File: config.mk
export PLATFORM = sky130hd
export DESIGN_NAME = mem_port_arbiter
export DESIGN_NICKNAME = d
export VERILOG_FILES = /design/src/rtl/mem_port_arbiter.sv
export SDC_FILE = /design/constraint.sdc
export NUM_CORES = 1
export LEC_CHECK = 0
export CAP_MARGIN = 20
export CELL_PAD_IN_SITES_DETAIL_PLACEMENT = 0
export CELL_PAD_IN_SITES_GLOBAL_PLACEMENT = 2
export CORE_MARGIN = 2
export CORE_UTILIZATION = 17
export DETAILED_ROUTE_END_ITERATION = 12
export GPL_TIMING_DRIVEN = 0
export HOLD_SLACK_MARGIN = 0.15
export PLACE_DENSITY_LB_ADDON = 0.1
export SYNTH_ARGS = -nofsm -noshare
export SYNTH_HDL_FRONTEND = slang
export SYNTH_SLANG_ARGS = --single-unit
File: constraint.sdc
create_clock -name clk_i -period 2.4 [get_ports clk_i]
set_input_delay 0.36 -clock clk_i [delete_from_list [all_inputs] [get_ports clk_i]]
set_output_delay 0.36 -clock clk_i [all_outputs]
set_load 0.02 [all_outputs]
File: src/rtl/mem_port_arbiter.sv
// rtl/mem_port_arbiter.sv - arbitrates IF and LS requesters onto one memory port, one transaction in flight
module mem_port_arbiter #(
  parameter int XLEN       = 32,
  parameter int MAX_STARVE = 4,
  parameter int CNT_W      = $clog2(MAX_STARVE + 1)
) (
  input  logic            clk_i,
  input  logic            rst_i,
  input  logic            if_req_i,
  input  logic [XLEN-1:0] if_addr_i,
  output logic            if_gnt_o,
  output logic            if_rvalid_o,
  output logic [XLEN-1:0] if_rdata_o,
  input  logic            ls_req_i,
  input  logic            ls_we_i,
  input  logic [3:0]      ls_be_i,
  input  logic [XLEN-1:0] ls_addr_i,
  input  logic [XLEN-1:0] ls_wdata_i,
  output logic            ls_gnt_o,
  output logic            ls_rvalid_o,
  output logic [XLEN-1:0] ls_rdata_o,
  input  logic            flush_i,
  output logic            mem_req_o,
  output logic            mem_we_o,
  output logic [3:0]      mem_be_o,
  output logic [XLEN-1:0] mem_addr_o,
  output logic [XLEN-1:0] mem_wdata_o,
  input  logic            mem_gnt_i,
  input  logic            mem_rvalid_i,
  input  logic [XLEN-1:0] mem_rdata_i,
  output logic            stall_if_o,
  output logic            stall_ls_o
);

  typedef enum logic [1:0] {IDLE, REQ, RSP} state_e;
  typedef enum logic {OWN_IF = 1'b0, OWN_LS = 1'b1} owner_e;

  state_e            state_q, state_d;
  owner_e            owner_q, owner_d;
  logic [CNT_W-1:0]  cnt_q, cnt_d;
  logic              discard_q, discard_d;
  logic              we_q, we_d;
  logic [3:0]        be_q, be_d;
  logic [XLEN-1:0]   addr_q, addr_d;
  logic [XLEN-1:0]   wdata_q, wdata_d;

  logic active, rsp_fire, arb_en, if_elig, if_wins, ls_wins, owned, kill;

  always_comb begin
    // Outputs are forced quiet in the reset cycle so nothing stale leaks out.
    active   = ~rst_i;
    rsp_fire = active & (state_q == RSP) & mem_rvalid_i;
    arb_en   = active & ((state_q == IDLE) | rsp_fire);
    if_elig  = if_req_i & ~flush_i;
    if_wins  = arb_en & if_elig & (~ls_req_i | (cnt_q == CNT_W'(MAX_STARVE)));
    ls_wins  = arb_en & ls_req_i & ~if_wins;
    owned    = active & (state_q != IDLE);
    kill     = discard_q | flush_i;

    if_gnt_o    = if_wins;
    ls_gnt_o    = ls_wins;
    if_rvalid_o = rsp_fire & (owner_q == OWN_IF) & ~kill;
    ls_rvalid_o = rsp_fire & (owner_q == OWN_LS);
    if_rdata_o  = if_rvalid_o ? mem_rdata_i : '0;
    ls_rdata_o  = ls_rvalid_o ? mem_rdata_i : '0;

    mem_req_o   = active & (state_q == REQ);
    mem_we_o    = mem_req_o & we_q;
    mem_be_o    = mem_req_o ? be_q : 4'h0;
    mem_addr_o  = mem_req_o ? addr_q : '0;
    mem_wdata_o = mem_req_o ? wdata_q : '0;

    stall_if_o = active & ((if_req_i & ~if_gnt_o) |
                           (owned & (owner_q == OWN_IF) & ~kill & ~if_rvalid_o));
    stall_ls_o = active & ((ls_req_i & ~ls_gnt_o) |
                           (owned & (owner_q == OWN_LS) & ~ls_rvalid_o));

    state_d   = state_q;
    owner_d   = owner_q;
    cnt_d     = cnt_q;
    discard_d = discard_q;
    we_d      = we_q;
    be_d      = be_q;
    addr_d    = addr_q;
    wdata_d   = wdata_q;

    case (state_q)
      IDLE:    if (if_wins | ls_wins) state_d = REQ;
      REQ:     if (mem_gnt_i) state_d = RSP;
      RSP:     if (mem_rvalid_i) state_d = (if_wins | ls_wins) ? REQ : IDLE;
      default: state_d = IDLE;
    endcase

    if (if_wins) begin
      cnt_d = '0;
    end else if (ls_wins & if_elig) begin
      if (cnt_q != CNT_W'(MAX_STARVE)) cnt_d = cnt_q + CNT_W'(1);
    end else if (~if_req_i) begin
      cnt_d = '0;
    end

    if (rsp_fire) begin
      discard_d = 1'b0;
    end else if (owned & (owner_q == OWN_IF) & flush_i) begin
      discard_d = 1'b1;
    end

    if (if_wins) begin
      owner_d = OWN_IF;
      we_d    = 1'b0;
      be_d    = 4'hF;
      addr_d  = if_addr_i;
      wdata_d = '0;
    end else if (ls_wins) begin
      owner_d = OWN_LS;
      we_d    = ls_we_i;
      be_d    = ls_be_i;
      addr_d  = ls_addr_i;
      wdata_d = ls_wdata_i;
    end
  end

  always_ff @(posedge clk_i) begin
    if (rst_i) begin
      state_q   <= IDLE;
      owner_q   <= OWN_IF;
      cnt_q     <= '0;
      discard_q <= 1'b0;
      we_q      <= 1'b0;
      be_q      <= 4'h0;
      addr_q    <= '0;
      wdata_q   <= '0;
    end else begin
      state_q   <= state_d;
      owner_q   <= owner_d;
      cnt_q     <= cnt_d;
      discard_q <= discard_d;
      we_q      <= we_d;
      be_q      <= be_d;
      addr_q    <= addr_d;
      wdata_q   <= wdata_d;
    end
  end

endmodule

==> impl_metrics.csv <==
group,metric,value,unit
detailed_routing,ant_nets,0,
synthesis,netlist_area,4010,µm²
die,core-area,23300,µm²
worst_setup_path,end_kind,"output port",
global_routing,antenna_found_initial,2,
global_routing,grt_pass1_vias,4995,
sta,relSlewSlack,0.592,
worst_setup_path,cp-start-kind,"flip-flop",
power_and_ir_drop,switchingPower,0.900,mW
worst_setup_path,cp.required,2040,ps
layout,nNetsFinal,993,
synthesis,yosys_warnings,0,
worst_setup_path,crit_type,"flip-flop to output port",
job,max_cap_violations,0,
power_and_ir_drop,comb_power_share,0.173,
global_routing,grt_pass1_wl,26.7,mm
sta,hold_viol,0,
detailed_routing,drtIter0Drc,185,
outcome,status,"finished, violations left",
placement,pre_cts_ws,-1250,ps
detailed_routing,wl_per_cell,15.0,µm
synthesis,muxShareOfSynthArea,0,
die,ios,280,
layout,syn_to_final_growth,86.7,%
detailed_routing,viasPerCell,4.10,
placement,portBuffers,279,
power_and_ir_drop,cellLeakagePower,3.21,nW
global_routing,overflow,0,
detailed_routing,dr_total_vias,4833,
synthesis,synth_nets,694,
die,die_w,158,µm
sta,tightest_slew,612,ps
synthesis,synthFlopType,"dfxtp_1",
clock_tree,cts_tree,"yes",
synthesis,synth_edf_count,0,
power_and_ir_drop,p_int,2.70,mW
worst_setup_path,arrival,2060,ps
layout,layout_common_cells,"clkdlybuf4s50_1, and2_1, nand2_1",
outcome,violations,"setup timing",
synthesis,synthXorXnorAreaFrac,0,
layout,final_core_util,0.321,
die,rows,56,
sta,setup_violations,1,
global_routing,grt_start_max_net_pins,20,
clock_tree,clk_latency,340,ps
placement,place_inst,1152,
clock_tree,h-tree-depth,3,
synthesis,postSynthCellCount,552,
power_and_ir_drop,seqPwrFrac,0.383,
layout,final_common_cell,"clkdlybuf4s50_1",
worst_setup_path,critPathMaxFanout,9,
synthesis,async_reset_ff_frac,0,
clock_tree,cts.sink_count,76,
detailed_routing,drc,0,
clock_tree,clk_pin_slew,60,ps
sta,setup_slack,-20.7,ps
die,die-area,24900,µm²
synthesis,synthSimpleGateAreaFrac,0.413,
sta,min_period,2420,ps
sta,hold_slack,447,ps
synthesis,ys_seq_area_frac,0.379,
placement,dp_hpwl,14.1,mm
layout,seq_area,1530,µm²
clock_tree,cts_root_buffer,"clkbuf_16",
detailed_routing,wirelength,17.7,mm
detailed_routing,drt_pre_antenna_iters,4,
sta,fin_skew,10.2,ps
sta,period_share,1.01,
placement,gp_congestion,0.727,
synthesis,synth-seq-cells,76,
synthesis,synth.distinct_cells,31,
synthesis,synth-compound-area-share,0.137,
layout,multi_input_area,2310,µm²
die,die_y,158,µm
sta,finalMaxSlewViolations,0,
layout,drive_above_1_share,0.174,
die,start_util,0.172,
power_and_ir_drop,ir_drop,0.388,mV
layout,finalNonFillerCells,1178,
power_and_ir_drop,share_clk_of_total_power,0.444,
synthesis,synth-adder-area-share,0.00623,
sta,fmax,413,MHz
sta,rsz0062_at_grt,"true",
clock_tree,clock_path_buffers,2,
min_path,min_path_type,"flip-flop to flip-flop",
clock_tree,numCtsBuffers,9,
synthesis,postSynthAreaPerCell,7.27,µm²
power_and_ir_drop,powerDensity,481,nW/µm²
layout,n_fill_cell,2529,
power_and_ir_drop,swShare,0.250,
global_routing,track_usage,0.140,
power_and_ir_drop,p_total,3.60,mW
synthesis,synth_top_family_by_area,"simple AND/OR/NAND/NOR gates",
-- registers in the layout, indices dropped and copies added, names as in the netlist --
| name | flops |
|---|---|
| discard_q | 1 |
| be_q | 4 |
| wdata_q | 32 |
| owner_q | 1 |
| addr_q | 32 |
| state_q | 2 |
| cnt_q | 3 |
| we_q | 1 |
-- worst max-delay path: stages (launching register included) --
cell,delay [ps]
dfxtp_1,310
buf_6,140
or2_4,250
or4_4,560
clkbuf_16,170
nand2_2,60
a21oi_1,70
buf_4,170
-- final timing paths --
| kind | from | endpoint | slack, ps | depth (start not counted) |
|---|---|---|---|---|
| worst max-delay path | state_q[0] | stall_if_o | -20 | 7 |
| worst min-delay path | discard_q | discard_q | 450 | 2 |
| worst max register to register | state_q[0] | addr_q[18] | 140 | 10 |
| worst min register to register | discard_q | discard_q | 450 | 2 |
-- layout make-up --
type	instances	area share
Sequential cell	76	0.204
Buffer	41	0.0361
Clock buffer	10	0.0306
Inverter	8	0.00568
Clock inverter	6	0.0150
Antenna cell	3	0.00100
Multi-Input combinational cell	422	0.309
Timing Repair Buffer	293	0.346
Tap cell	319	0.0533
-- synthesized netlist by cell type, types with 2 or more instances --
| cell type | n | area (µm²) |
|---|---|---|
| a21oi_1 | 40 | 200 |
| o211ai_1 | 2 | 15.0 |
| buf_2 | 5 | 25.0 |
| dfxtp_1 | 76 | 1520 |
| inv_1 | 7 | 26.3 |
| o21ai_0 | 2 | 10.0 |
| a311oi_1 | 31 | 272 |
| nand2_1 | 132 | 495 |
| nand2b_1 | 5 | 31.3 |
| nor3_1 | 12 | 60.1 |
| ha_1 | 2 | 25.0 |
| and2_1 | 133 | 832 |
| a31oi_1 | 2 | 12.5 |
| clkbuf_1 | 34 | 128 |
| nor2_1 | 44 | 165 |
| nor2b_1 | 2 | 12.5 |
| buf_8 | 3 | 45.0 |
| nand3_1 | 7 | 35.0 |
-- repair_timing --
| action | in CTS | in global routing |
|---|---|---|
| endpoints found under the setup margin | 170 | 140 |
| pin swaps | 5 | 3 |
| buffers inserted | 6 | 6 |
| hold buffers | 0 | 0 |
| gates resized for setup | 242 | 158 |
-- power groups by stage --
stage / combinational (mW) / clock, mW / sequential (mW)
global route: 0.692 / 1.69 / 1.39
global placement: 0.616 / 0 / 1.40
floorplan: 0.257 / 0 / 1.40
detailed placement: 0.622 / 0 / 1.41
CTS: 0.628 / 1.66 / 1.38
finish: 0.623 / 1.60 / 1.38
-- kinds of logic (layout without fill, tap and decap cells) --
family          Yosys count  count (layout)
compound gates           81              81
fa+ha+maj                 2               2
buf+inv                  54             358
flops                    76              76
other cells               0               3
simple gates            339             339
-- per-layer routing --
| metal | track usage | vias to the layer above | wire length, µm |
|---|---|---|---|
| li1 | - | 2401 | - |
| met1 | 0.151 | 2227 | 7010 |
| met2 | 0.257 | 190 | 8820 |
| met3 | 0.0435 | 15 | 1620 |
| met4 | 0.0472 | 0 | 269 |
| met5 | 0 | - | 0 |
-- stage by stage --
stage | setup TNS (ps) | cell area, µm²
2_1_floorplan | 0 | 4010
3_3_place_gp | -176190 | 7210
3_5_place_dp | -139850 | 7220
4_1_cts | -247 | 7590
5_1_grt | -148 | 7490
6_report | -20.7 | 7490
Note: power is estimated with default switching activity, not from simulation.
